**src/rtl/seg_capture.sv**
```systemverilog
// seg_capture: watches a multiplexed 7-segment display bus and recovers,
// per digit position, the displayed hex nibble plus dot, blank and error
// flags. Strobe edges and ghosting are filtered by a stability counter.
module seg_capture #(
  parameter int DIGITS     = 4,
  parameter int STABLE     = 4,
  parameter bit ACTIVE_LOW = 1'b0
) (
  input  logic                  clk,
  input  logic                  rst,
  input  logic [7:0]            seg_in,
  input  logic [DIGITS-1:0]     dig_sel,
  output logic [4*DIGITS-1:0]   hex_out,
  output logic [DIGITS-1:0]     dot_out,
  output logic [DIGITS-1:0]     blank_out,
  output logic [DIGITS-1:0]     err_out,
  output logic                  upd,
  output logic [2:0]            upd_idx,
  output logic                  frame_done
);

  localparam int W = DIGITS + 8;
  localparam logic [7:0] CNT_MAX = 8'(STABLE - 1);
  // Inversion applied after the synchroniser; also the sample value seen
  // while s2 holds its cleared state, so prev starts equal to it and the
  // reset itself never looks like a bus change.
  localparam logic [W-1:0] INV_MASK = {W{ACTIVE_LOW}};

  typedef enum logic [1:0] {
    IDLE   = 2'd0,
    SETTLE = 2'd1,
    HOLD   = 2'd2
  } state_t;

  // Segment pattern (g..a) to {valid, nibble}; valid = 0 for anything else.
  function automatic logic [4:0] seg_decode(input logic [6:0] seg);
    logic [4:0] r;
    case (seg)
      7'h3F:   r = 5'h10;
      7'h06:   r = 5'h11;
      7'h5B:   r = 5'h12;
      7'h4F:   r = 5'h13;
      7'h66:   r = 5'h14;
      7'h6D:   r = 5'h15;
      7'h7D:   r = 5'h16;
      7'h07:   r = 5'h17;
      7'h7F:   r = 5'h18;
      7'h6F:   r = 5'h19;
      7'h77:   r = 5'h1A;
      7'h7C:   r = 5'h1B;
      7'h39:   r = 5'h1C;
      7'h5E:   r = 5'h1D;
      7'h79:   r = 5'h1E;
      7'h71:   r = 5'h1F;
      default: r = 5'h00;
    endcase
    return r;
  endfunction

  // True when exactly one strobe bit is set.
  function automatic logic dig_onehot(input logic [DIGITS-1:0] v);
    logic [3:0] n;
    n = 4'd0;
    for (int i = 0; i < DIGITS; i++) begin
      n = n + {3'd0, v[i]};
    end
    return (n == 4'd1);
  endfunction

  // Position of the set bit of a one-hot strobe vector.
  function automatic logic [2:0] dig_index(input logic [DIGITS-1:0] v);
    logic [2:0] r;
    r = 3'd0;
    for (int i = 0; i < DIGITS; i++) begin
      r = r | (v[i] ? 3'(i) : 3'd0);
    end
    return r;
  endfunction

  logic [W-1:0]        s1_r, s2_r, prev_r, samp_s;
  logic [DIGITS-1:0]   sel_s, mask_r, mask_nxt_s;
  logic [7:0]          seg_s;
  logic [7:0]          cnt_r, cnt_nxt_s;
  logic                armed_r;
  state_t              state_r, state_nxt_s;
  logic                changed_s, onehot_s, capture_s;
  logic                blank_s, err_s;
  logic [4:0]          dec_s;
  logic [2:0]          idx_s;
  logic [4*DIGITS-1:0] hex_r;
  logic [DIGITS-1:0]   dot_r, blank_r, err_r;
  logic                upd_r, fd_r;
  logic [2:0]          upd_idx_r;

  assign samp_s = s2_r ^ INV_MASK;
  assign seg_s  = samp_s[W-1:DIGITS];
  assign sel_s  = samp_s[DIGITS-1:0];

  // Change detection, stability count and pattern decode of the current sample
  always_comb begin
    changed_s  = (samp_s != prev_r);
    onehot_s   = dig_onehot(sel_s);
    idx_s      = dig_index(sel_s);
    dec_s      = seg_decode(seg_s[6:0]);
    blank_s    = (seg_s[6:0] == 7'h00);
    err_s      = ~dec_s[4] & ~blank_s;
    mask_nxt_s = mask_r | sel_s;
    if (changed_s) begin
      cnt_nxt_s = 8'd0;
    end else if (cnt_r < CNT_MAX) begin
      cnt_nxt_s = cnt_r + 8'd1;
    end else begin
      cnt_nxt_s = cnt_r;
    end
  end

  // Next-state logic; capture fires on the cycle the count reaches its limit
  always_comb begin
    state_nxt_s = state_r;
    capture_s   = 1'b0;
    case (state_r)
      IDLE: begin
        if (onehot_s) begin
          state_nxt_s = SETTLE;
        end else begin
          state_nxt_s = IDLE;
        end
      end
      SETTLE: begin
        if (changed_s) begin
          state_nxt_s = onehot_s ? SETTLE : IDLE;
        end else if (armed_r && onehot_s && (cnt_nxt_s == CNT_MAX)) begin
          capture_s   = 1'b1;
          state_nxt_s = HOLD;
        end else begin
          state_nxt_s = SETTLE;
        end
      end
      HOLD: begin
        if (changed_s) begin
          state_nxt_s = onehot_s ? SETTLE : IDLE;
        end else begin
          state_nxt_s = HOLD;
        end
      end
      default: begin
        state_nxt_s = IDLE;
      end
    endcase
  end

  // Two-stage synchroniser and one-cycle-delayed copy of the sample
  always_ff @(posedge clk) begin
    if (rst) begin
      s1_r   <= {W{1'b0}};
      s2_r   <= {W{1'b0}};
      prev_r <= INV_MASK;
    end else begin
      s1_r   <= {seg_in, dig_sel};
      s2_r   <= s1_r;
      prev_r <= samp_s;
    end
  end

  // Stability counter and arm flag (armed by a change, spent by a capture)
  always_ff @(posedge clk) begin
    if (rst) begin
      cnt_r   <= 8'd0;
      armed_r <= 1'b0;
    end else begin
      cnt_r <= cnt_nxt_s;
      if (changed_s) begin
        armed_r <= 1'b1;
      end else if (capture_s) begin
        armed_r <= 1'b0;
      end else begin
        armed_r <= armed_r;
      end
    end
  end

  // State register
  always_ff @(posedge clk) begin
    if (rst) begin
      state_r <= IDLE;
    end else begin
      state_r <= state_nxt_s;
    end
  end

  // Per-digit capture registers, update pulse and frame bookkeeping
  always_ff @(posedge clk) begin
    if (rst) begin
      hex_r     <= {(4*DIGITS){1'b0}};
      dot_r     <= {DIGITS{1'b0}};
      blank_r   <= {DIGITS{1'b1}};
      err_r     <= {DIGITS{1'b0}};
      upd_r     <= 1'b0;
      upd_idx_r <= 3'd0;
      fd_r      <= 1'b0;
      mask_r    <= {DIGITS{1'b0}};
    end else begin
      upd_r <= capture_s;
      fd_r  <= 1'b0;
      if (capture_s) begin
        upd_idx_r <= idx_s;
        for (int i = 0; i < DIGITS; i++) begin
          if (sel_s[i]) begin
            dot_r[i]   <= seg_s[7];
            blank_r[i] <= blank_s;
            err_r[i]   <= err_s;
            if (dec_s[4]) begin
              hex_r[4*i +: 4] <= dec_s[3:0];
            end
          end
        end
        if (&mask_nxt_s) begin
          fd_r   <= 1'b1;
          mask_r <= {DIGITS{1'b0}};
        end else begin
          mask_r <= mask_nxt_s;
        end
      end
    end
  end

  assign hex_out    = hex_r;
  assign dot_out    = dot_r;
  assign blank_out  = blank_r;
  assign err_out    = err_r;
  assign upd        = upd_r;
  assign upd_idx    = upd_idx_r;
  assign frame_done = fd_r;

endmodule

```
**config.mk**
```make
export PLATFORM = sky130hd
export DESIGN_NAME = seg_capture
export DESIGN_NICKNAME = d
export VERILOG_FILES = /design/src/rtl/seg_capture.sv
export SDC_FILE = /design/constraint.sdc
export NUM_CORES = 1
export LEC_CHECK = 0
export CAP_MARGIN = 30
export CORE_MARGIN = 2
export CORE_UTILIZATION = 49
export CTS_CLUSTER_SIZE = 8
export DETAILED_ROUTE_END_ITERATION = 12
export GPL_TIMING_DRIVEN = 1
export PLACE_DENSITY_LB_ADDON = 0.12
export SLEW_MARGIN = 30
export SYNTH_ARGS = -nofsm -noshare
export SYNTH_HDL_FRONTEND = slang
export SYNTH_SLANG_ARGS = --single-unit
```
**constraint.sdc**
```tcl
create_clock -name clk -period 3.25 [get_ports clk]
set_input_delay 0.975 -clock clk [delete_from_list [all_inputs] [get_ports clk]]
set_output_delay 0.975 -clock clk [all_outputs]
set_load 0.02 [all_outputs]
```
==> results of run 1 <==
where the power goes:
part           internal [uW]  switching, uW  total [uW]
sequential              1040           24.1        1060
combinational           63.5           85.6         149
clock                    360            377         737
total                   1460            486        1950
flip-flops by register name, indices dropped and copies added, names as in the netlist, 2 cells and up:
name / flops
blank_out: 4
prev_r: 12
cnt_r: 8
hex_out: 16
upd_idx: 2
state_r: 2
dot_out: 4
mask_r: 4
s2_r: 12
s1_r: 12
err_out: 4
through the flow:
stage                     power, uW  instances  utilization (%)  area [um^2]
final                          1948        513            65.06         4420
after global routing           2029        513            65.06         4420
after CTS                      1959        510            64.31         4369
after detailed placement       1230        494            61.18         4156
after global placement         1226        494            61.18         4156
after floorplan                1185        358                -         3551
cells in the mapped netlist (2+ instances only):
| cell type | count | area, um^2 |
|---|---|---|
| a211oi_1 | 2 | 15.01 |
| nor4_2 | 2 | 25.02 |
| nor4b_1 | 2 | 17.52 |
| nand4_1 | 14 | 87.58 |
| o21a_1 | 4 | 30.03 |
| nor4_1 | 5 | 31.28 |
| mux2i_1 | 13 | 130.1 |
| a21oi_1 | 11 | 55.05 |
| o22ai_1 | 2 | 12.51 |
| and2_1 | 6 | 37.54 |
| dfxtp_1 | 83 | 1662 |
| o41ai_1 | 3 | 26.28 |
| or3_1 | 4 | 25.02 |
| o21ai_1 | 2 | 10.01 |
| nand2_1 | 17 | 63.81 |
| nand4b_2 | 4 | 60.06 |
| buf_1 | 3 | 11.26 |
| clkbuf_1 | 23 | 86.33 |
| nor3_1 | 4 | 20.02 |
| nand2b_1 | 3 | 18.77 |
| nand3_1 | 8 | 40.04 |
| o21ai_0 | 11 | 55.05 |
| or2_0 | 3 | 18.77 |
| xnor2_1 | 14 | 122.6 |
| o32ai_1 | 5 | 43.79 |
| nor2b_1 | 33 | 206.5 |
| a31oi_1 | 3 | 18.77 |
| ha_1 | 3 | 37.54 |
| a211oi_2 | 5 | 62.56 |
| nand4bb_1 | 2 | 22.52 |
| nand3b_1 | 3 | 22.52 |
| o211ai_1 | 5 | 37.54 |
| or2_2 | 3 | 18.77 |
| nor2_1 | 21 | 78.83 |
| inv_1 | 13 | 48.80 |
worst register-to-register path: stages (launching register included):
cell,delay (ps)
dfxtp_4,360
inv_2,40
fa_1,520
inv_1,40
ha_2,180
ha_4,240
or4bb_4,530
a2111oi_4,210
buf_6,190
nand4b_4,140
or2_4,280
o41ai_2,290
logic make-up after synthesis:
group | count (synthesis) | share of synthesized area [%]
xor gates and xnor gates | 14 | 3.550
buffers and inverters | 40 | 4.455
muxes | 13 | 3.767
DFF | 83 | 48.10
and+or+nand+nor | 144 | 25.50
adders and majority gates | 4 | 1.666
other | 1 | 0.1086
AOI/OAI and AO/OA | 59 | 12.86
layer usage:
metal / vias up / GRT usage, % / routed length (um)
li1: 1361 / - / -
met4: 0 / 8.252 / 94
met5: - / 0 / 0
met3: 10 / 4.241 / 252
met2: 60 / 31.68 / 3462
met1: 1282 / 26.06 / 3432
repair_timing:
| action | CTS | global route |
|---|---|---|
| resized for setup | 3 | 10 |
| pin swaps | 0 | 3 |
| buffers inserted | 0 | 3 |
| setup endpoints to repair | 5 | 29 |
| cloned | 0 | 0 |
worst paths after layout:
path	startpoint	endpoint	slack (ps)
worst max-delay path	s2_r[0]	err_out[1]	140
worst min-delay path	s1_r[1]	s2_r[1]	430
worst max register to register	s2_r[0]	err_out[1]	140
worst min register to register	s1_r[1]	s2_r[1]	430
final cells by class:
type | count | area [um^2]
sequential | 83 | 1667
fill | 572 | 2374
clock inverter | 7 | 76.32
timing repair buffer | 70 | 644.4
clock buffer | 9 | 123.9
tap | 96 | 120.1
multi-input combinational | 235 | 1735
inverter | 13 | 53.80
==> results.sh, run 1 <==
export IMPL_status="finished, final reports clean"
export IMPL_cts_root_buf="clkbuf_8"
export IMPL_cp_arrival_ps=3360
export IMPL_grt_first_pass_wirelength_um=11780
export IMPL_wl_per_cell_um=14.12
export IMPL_hold_buffers=0
export IMPL_critPathMaxStageDelay_ps=530
export IMPL_grt_start_max_net_pins=61
export IMPL_io_buffers=45
export IMPL_routabilityCongestion=0.8423
export IMPL_antenna_found_initial=0
export IMPL_seq_area_frac_synth_pct=48.10
export IMPL_ys_types=54
export IMPL_crit_slowest_cell="or4bb_4"
export IMPL_maxCapViolCount=0
export IMPL_cts_max_level=3
export IMPL_min_period_ps=3113
export IMPL_crit_chain="inv_2 > fa_1 > inv_1 > ha_2 > ha_4 > or4bb_4 > a2111oi_4 > buf_6 > nand4b_4 > or2_4 > o41ai_2"
export IMPL_crit_type="reg2reg"
export IMPL_timing_hold_ws_ps=434.8
export IMPL_syn_avg_cell_area_um2=9.650
export IMPL_post_place_ws_ps=-21.65
export IMPL_area_delta_synth_final_pct=27.96
export IMPL_path_depth=11
export IMPL_n_antenna_cell=0
export IMPL_worstPathMaxFanout=6
export IMPL_synthesis_nets=376
export IMPL_tightestPinTransition_ps=1017
export IMPL_slew_headroom_pct=31.60
export IMPL_initial_core_util_pct=50.85
export IMPL_clkLatencyLatePin_ps=350
export IMPL_layout_common_cells="dfxtp_1, clkdlybuf4s50_1, nor2b_1, buf_4, nor2_1"
export IMPL_vias=2713
export IMPL_nets=430
export IMPL_clock_path_buffers=2
export IMPL_track_usage_pct=19.82
export IMPL_tns_ps=0
export IMPL_p_leak_uw=0.001642
export IMPL_crit_path_end_kind="register"
export IMPL_overflow=0
export IMPL_dp_hpwl_um=4925
export IMPL_dieHeight_um=87.97
export IMPL_hold_viol=0
export IMPL_drt_wl_total_um=7241
export IMPL_syn_inst=358
export IMPL_setup_violations=0
export IMPL_fin_ws_ps=136.5
export IMPL_die_x_um=87.97
export IMPL_die_area_um2=7738
export IMPL_drc=0
export IMPL_r2r_cells=11
export IMPL_async_flop_share_pct=0
export IMPL_cts_sinks=83
export IMPL_crit_path_start_kind="register"
export IMPL_cts_buffers=9
export IMPL_grt_pass1_vias=2445
export IMPL_first_pass_iters=4
export IMPL_crit_family="simple AND/OR/NAND/NOR gates"
export IMPL_core_area_um2=6794
export IMPL_drtAntennaViolNets=0
export IMPL_pin_count=47
export IMPL_slew_viol_final=0
export IMPL_yosys_warnings=0
export IMPL_min_path_type="reg2reg"
export IMPL_cp_required_ps=3500
export IMPL_drive_above_1_share_pct=17.75
export IMPL_drt_iter0_drc=89
export IMPL_power_per_cell_area_nw_per_um2=440.6
export IMPL_ys_flop_type="dfxtp_1"
export IMPL_max_freq_mhz=321.2
export IMPL_std_cell_rows=30
export IMPL_synth_cell_area_um2=3455
export IMPL_synth_edf_count=0
export IMPL_worst_clock_skew_ps=6.995
export IMPL_worst_path_buf_inv=3
export IMPL_irDropWorstVdd_uv=288.4
export IMPL_cts_tree="built"
export IMPL_fin_crit_sh_pct=95.80
export IMPL_rsz0062_at_grt="true"
export IMPL_worstHoldPathCells=1
export IMPL_final_common_cell="dfxtp_1"
export IMPL_clk_pin_slew_ps=80
export IMPL_synth_seq_cells=83
export IMPL_avgViaCountPerCell=5.288
Power figures use the tool's default switching activity.
==> inputs of run 2 (changes only) <==
Settings changed: MAX_ROUTING_LAYER from default to met4.
==> run 2 against run 1 <==
Maximum frequency is essentially flat. Via count up 0.55%. Combinational power about the same. Sequential cell count stayed put. First-iteration DRC count rose by 18%. Largest power group unchanged. Largest cell class unchanged. Final cell count stayed put.
==> results.sh, run 2 (synthesis results as in run 1) <==
export IMPL_n_antenna_cell=0
export IMPL_grt_start_max_net_pins=61
export IMPL_routabilityCongestion=0.8554
export IMPL_worstHoldPathCells=1
export IMPL_crit_type="reg2reg"
export IMPL_die_area_um2=7738
export IMPL_wl_per_cell_um=14.07
export IMPL_timing_hold_ws_ps=433.8
export IMPL_worstPathMaxFanout=6
export IMPL_cts_buffers=9
export IMPL_clk_pin_slew_ps=90
export IMPL_grt_pass1_vias=2455
export IMPL_slew_headroom_pct=32.40
export IMPL_largest_reg_flops=16
export IMPL_overflow=0
export IMPL_layout_common_cells="dfxtp_1, clkdlybuf4s50_1, nor2b_1, buf_4, nor2_1"
export IMPL_power_per_cell_area_nw_per_um2=440.6
export IMPL_hold_viol=0
export IMPL_stdcell_count=513
export IMPL_vias=2728
export IMPL_avgViaCountPerCell=5.318
export IMPL_filler_cell_count=572
export IMPL_cts_sinks=83
export IMPL_drt_iter0_drc=105
export IMPL_clkLatencyLatePin_ps=350
export IMPL_cts_tree="built"
export IMPL_dp_hpwl_um=4925
export IMPL_fin_crit_sh_pct=95.89
export IMPL_setup_violations=0
export IMPL_io_buffers=45
export IMPL_drtAntennaViolNets=0
export IMPL_slew_viol_final=0
export IMPL_min_path_type="reg2reg"
export IMPL_clock_path_buffers=2
export IMPL_hold_buffers=0
export IMPL_nets=430
export IMPL_grt_use_met2_pct=31.68
export IMPL_dieHeight_um=87.97
export IMPL_dp_cells=494
export IMPL_first_pass_iters=4
export IMPL_grt_first_pass_wirelength_um=11770
export IMPL_cts_max_level=3
export IMPL_critPathLaunch="s2_r[0]"
export IMPL_drive_above_1_share_pct=17.75
export IMPL_grt_busiest_layer="met2"
export IMPL_drt_wl_total_um=7220
export IMPL_status="finished, final reports clean"
export IMPL_antenna_found_initial=0
export IMPL_pin_count=47
export IMPL_use_met3_pct=4.524
export IMPL_crit_path_end_kind="register"
export IMPL_initial_core_util_pct=50.85
export IMPL_min_period_ps=3116
export IMPL_reg2reg_from="s2_r[0]"
export IMPL_std_cell_rows=30
export IMPL_met1_usage_pct=26.00
export IMPL_irDropWorstVdd_uv=286.3
export IMPL_area_delta_synth_final_pct=27.96
export IMPL_drc=0
export IMPL_r2r_cells=11
export IMPL_hp_start="s1_r[1]"
export IMPL_tightestPinTransition_ps=1006
export IMPL_track_usage_pct=20.48
export IMPL_cp_arrival_ps=3370
export IMPL_final_common_cell="dfxtp_1"
export IMPL_crit_path_start_kind="register"
export IMPL_max_freq_mhz=320.9
export IMPL_worst_clock_skew_ps=8.511
export IMPL_maxCapViolCount=0
export IMPL_cp_required_ps=3500
export IMPL_cts_root_buf="clkbuf_8"
export IMPL_rsz0062_at_grt="true"
export IMPL_die_x_um=87.97
export IMPL_p_leak_uw=0.001642
export IMPL_core_area_um2=6794
run 2: repair_timing:
| item | 4_1_cts | 5_1_grt |
|---|---|---|
| endpoints found under the setup margin | 5 | 29 |
| hold endpoints to repair | 0 | 0 |
| setup buffers | 0 | 3 |
| resized for setup | 3 | 10 |
| gates cloned | 0 | 0 |
| pin swaps | 0 | 3 |
run 2: area by class of cell:
| cell class | instances | area [um^2] | area share [%] |
|---|---|---|---|
| multi-input combinational | 235 | 1735 | 39.26 |
| clock buffer | 9 | 123.9 | 2.802 |
| timing repair buffer | 70 | 644.4 | 14.58 |
| inverter | 13 | 53.80 | 1.217 |
| tap | 96 | 120.1 | 2.717 |
| clock inverter | 7 | 76.32 | 1.727 |
| sequential | 83 | 1667 | 37.70 |
run 2: where the power goes:
| part | switching, uW | internal, uW |
|---|---|---|
| sequential | 24.0 | 1040 |
| clock | 377 | 360 |
| combinational | 85.3 | 63.5 |
| total | 487 | 1460 |
run 2: metrics by stage:
step                power, uW  area, um^2  TNS, ps  setup slack (ps)  util (%)
floorplan                1185        3551    -2005            -185.4         -
global placement         1226        4156        0             66.85     61.18
detailed placement       1230        4156   -21.65            -21.65     61.18
CTS                      1959        4369        0             3.644     64.31
global route             2030        4420   -32.00            -32.00     65.06
finish                   1948        4420        0             133.7     65.06
run 2: final timing paths:
kind              slack [ps]         end
setup reg to reg         130  err_out[1]
hold reg to reg          430     s2_r[1]
setup / recovery         130  err_out[1]
hold / removal           430     s2_r[1]
run 2: layer usage:
layer  share of wire, %  vias to the layer above
li1                   -                     1363
met1                 46                     1281
met2                 48                       74
met3                4.1                       10
met4                1.3                        0
met5                  0                        -
run 2: critical path, stage by stage (launching register included):
cell and delay, ps:
dfxtp_4 360, inv_2 40, fa_1 520, inv_1 40, ha_2 180, ha_4 230, or4bb_4 530, a2111oi_4 210
buf_6 190, nand4b_4 140, or2_4 280, o41ai_2 290
==> inputs of run 3 (changes only) <==
Settings changed: GPL_ROUTABILITY_DRIVEN from default to 0, SKIP_LAST_GASP from default to 1, SLEW_MARGIN 30 to 20.
==> run 3 against run 2 <==
Clock power hardly changed. Total power increased by 0.10%. Final cell count is the same. Wire length fell by 0.32%. Setup slack got worse by 2.7 ps. Die area unchanged. Sequential power about the same. Register-to-register slack barely moved. Non-clock buffer count did not move. Final area grew 0.14%. Combinational power increased by 3%. Sequential cell count is the same. Critical endpoint unchanged.
==> results.sh, run 3 (synthesis results as in run 1) <==
export IMPL_worst_path_buf_inv=4
export IMPL_postPlaceCellArea_um2=4156
export IMPL_irDropWorstVdd_uv=286.4
export IMPL_p_leak_uw=0.001645
export IMPL_grt_start_max_net_pins=61
export IMPL_hold_viol=0
export IMPL_track_usage_pct=20.48
export IMPL_min_path_type="reg2reg"
export IMPL_pin_count=47
export IMPL_cpMostUsedCell="buf_6"
export IMPL_drc=0
export IMPL_multi_input_area_um2=1734
export IMPL_cts_root_buf="clkbuf_8"
export IMPL_final_area_um2=4427
export IMPL_crit_slowest_cell="or4bb_4"
export IMPL_layout_area_seq_um2=1667
export IMPL_final_common_cell="dfxtp_1"
export IMPL_cts_max_level=3
export IMPL_drtAntennaViolNets=0
export IMPL_crit_path_end_kind="register"
export IMPL_vias=2722
export IMPL_crit_type="reg2reg"
export IMPL_cp_required_ps=3460
export IMPL_antenna_found_initial=0
export IMPL_min_period_ps=3119
export IMPL_post_place_ws_ps=-21.65
export IMPL_finalPower_uw=1950
export IMPL_dp_hpwl_um=4925
export IMPL_slew_viol_final=0
export IMPL_wl_per_cell_um=14.03
export IMPL_std_cell_rows=30
export IMPL_crit_family="adder cells"
export IMPL_overflow=0
export IMPL_power_per_cell_area_nw_per_um2=440.4
export IMPL_crit_chain="inv_2 > fa_1 > inv_1 > ha_2 > ha_4 > or4bb_4 > a2111oi_4 > buf_6 > nand4b_4 > buf_6 > o211ai_1 > o41ai_2"
export IMPL_crit_path_start_kind="register"
export IMPL_io_buffers=45
export IMPL_drt_iter0_drc=92
export IMPL_die_area_um2=7738
export IMPL_n_antenna_cell=0
export IMPL_nets=430
export IMPL_status="finished, final reports clean"
export IMPL_fin_crit_sh_pct=95.97
export IMPL_worst_clock_skew_ps=9.104
export IMPL_clk_pin_slew_ps=80
export IMPL_clock_path_buffers=2
export IMPL_clkLatencyLatePin_ps=350
export IMPL_cp_arrival_ps=3330
export IMPL_largest_reg_flops=16
export IMPL_critPathMaxStageDelay_ps=530
export IMPL_drive_above_1_share_pct=17.51
export IMPL_maxCapViolCount=0
export IMPL_die_x_um=87.97
export IMPL_hold_buffers=0
export IMPL_dieHeight_um=87.97
export IMPL_cts_buffers=9
export IMPL_filler_cell_count=570
export IMPL_cts_tree="built"
export IMPL_area_delta_synth_final_pct=28.14
export IMPL_tightestPinTransition_ps=1067
export IMPL_max_freq_mhz=320.6
export IMPL_fin_ws_ps=131.0
export IMPL_setup_violations=0
export IMPL_grt_first_pass_wirelength_um=11770
export IMPL_cts_sinks=83
export IMPL_first_pass_iters=4
export IMPL_drt_wl_total_um=7197
export IMPL_rsz0062_at_grt="true"
export IMPL_layout_common_cells="dfxtp_1, clkdlybuf4s50_1, nor2b_1, nor2_1, buf_4"
export IMPL_core_area_um2=6794
export IMPL_grt_pass1_vias=2455
export IMPL_initial_core_util_pct=50.85
export IMPL_avgViaCountPerCell=5.306
export IMPL_slew_headroom_pct=28.28
export IMPL_worstPathMaxFanout=6
[run 3: power breakdown]
part	internal (uW)	total (uW)	switching, uW
logic	66.3	153	86.4
clock network	360	735	375
registers	1040	1060	24.0
total	1460	1950	486
[run 3: final timing paths]
path / startpoint / endpoint / slack, ps / cells after the start
setup / recovery: s2_r[0] / err_out[1] / 130 / 12
hold reg to reg: s1_r[1] / s2_r[1] / 430 / 1
setup reg to reg: s2_r[0] / err_out[1] / 130 / 12
hold / removal: s1_r[1] / s2_r[1] / 430 / 1
[run 3: worst register-to-register path, cell delays in order (launching register included)]
cell and delay, ps:
dfxtp_4 360, inv_2 40, fa_1 520, inv_1 40
ha_2 180, ha_4 240, or4bb_4 530, a2111oi_4 220
buf_6 190, nand4b_4 140, buf_6 170, o211ai_1 240
o41ai_2 120
[run 3: layout make-up]
type / instances / area share (%)
clock buffer: 9 / 2.798
clock inverter: 7 / 1.724
inverter: 13 / 1.215
multi-input combinational: 235 / 39.17
sequential: 83 / 37.65
tap: 96 / 2.713
timing repair buffer: 70 / 14.73
[run 3: repair_timing]
action | 4_1_cts | 5_1_grt
pin swaps | 0 | 3
buffers inserted | 0 | 2
setup endpoints to repair | 5 | 29
gates resized for setup | 3 | 9
[run 3: metrics by stage]
stage | TNS, ps | cells | hold slack [ps] | utilization (%)
after floorplan | -2005 | 358 | 412.4 | -
after global placement | 0 | 494 | 418.7 | 61.18
after detailed placement | -21.65 | 494 | 420.4 | 61.18
after CTS | 0 | 510 | 436.9 | 64.31
after global routing | -38.38 | 513 | 450.2 | 65.16
final | 0 | 513 | 434.6 | 65.16
[run 3: per-layer routing]
| metal | routed length (um) | global-route usage, % | up-vias | part of all wire, % |
|---|---|---|---|---|
| met3 | 304 | 4.524 | 13 | 4.2 |
| met4 | 123 | 8.252 | 0 | 1.7 |
| li1 | - | - | 1366 | - |
| met1 | 3321 | 26.00 | 1275 | 46 |
| met2 | 3447 | 31.68 | 68 | 48 |
| met5 | 0 | - | - | 0 |
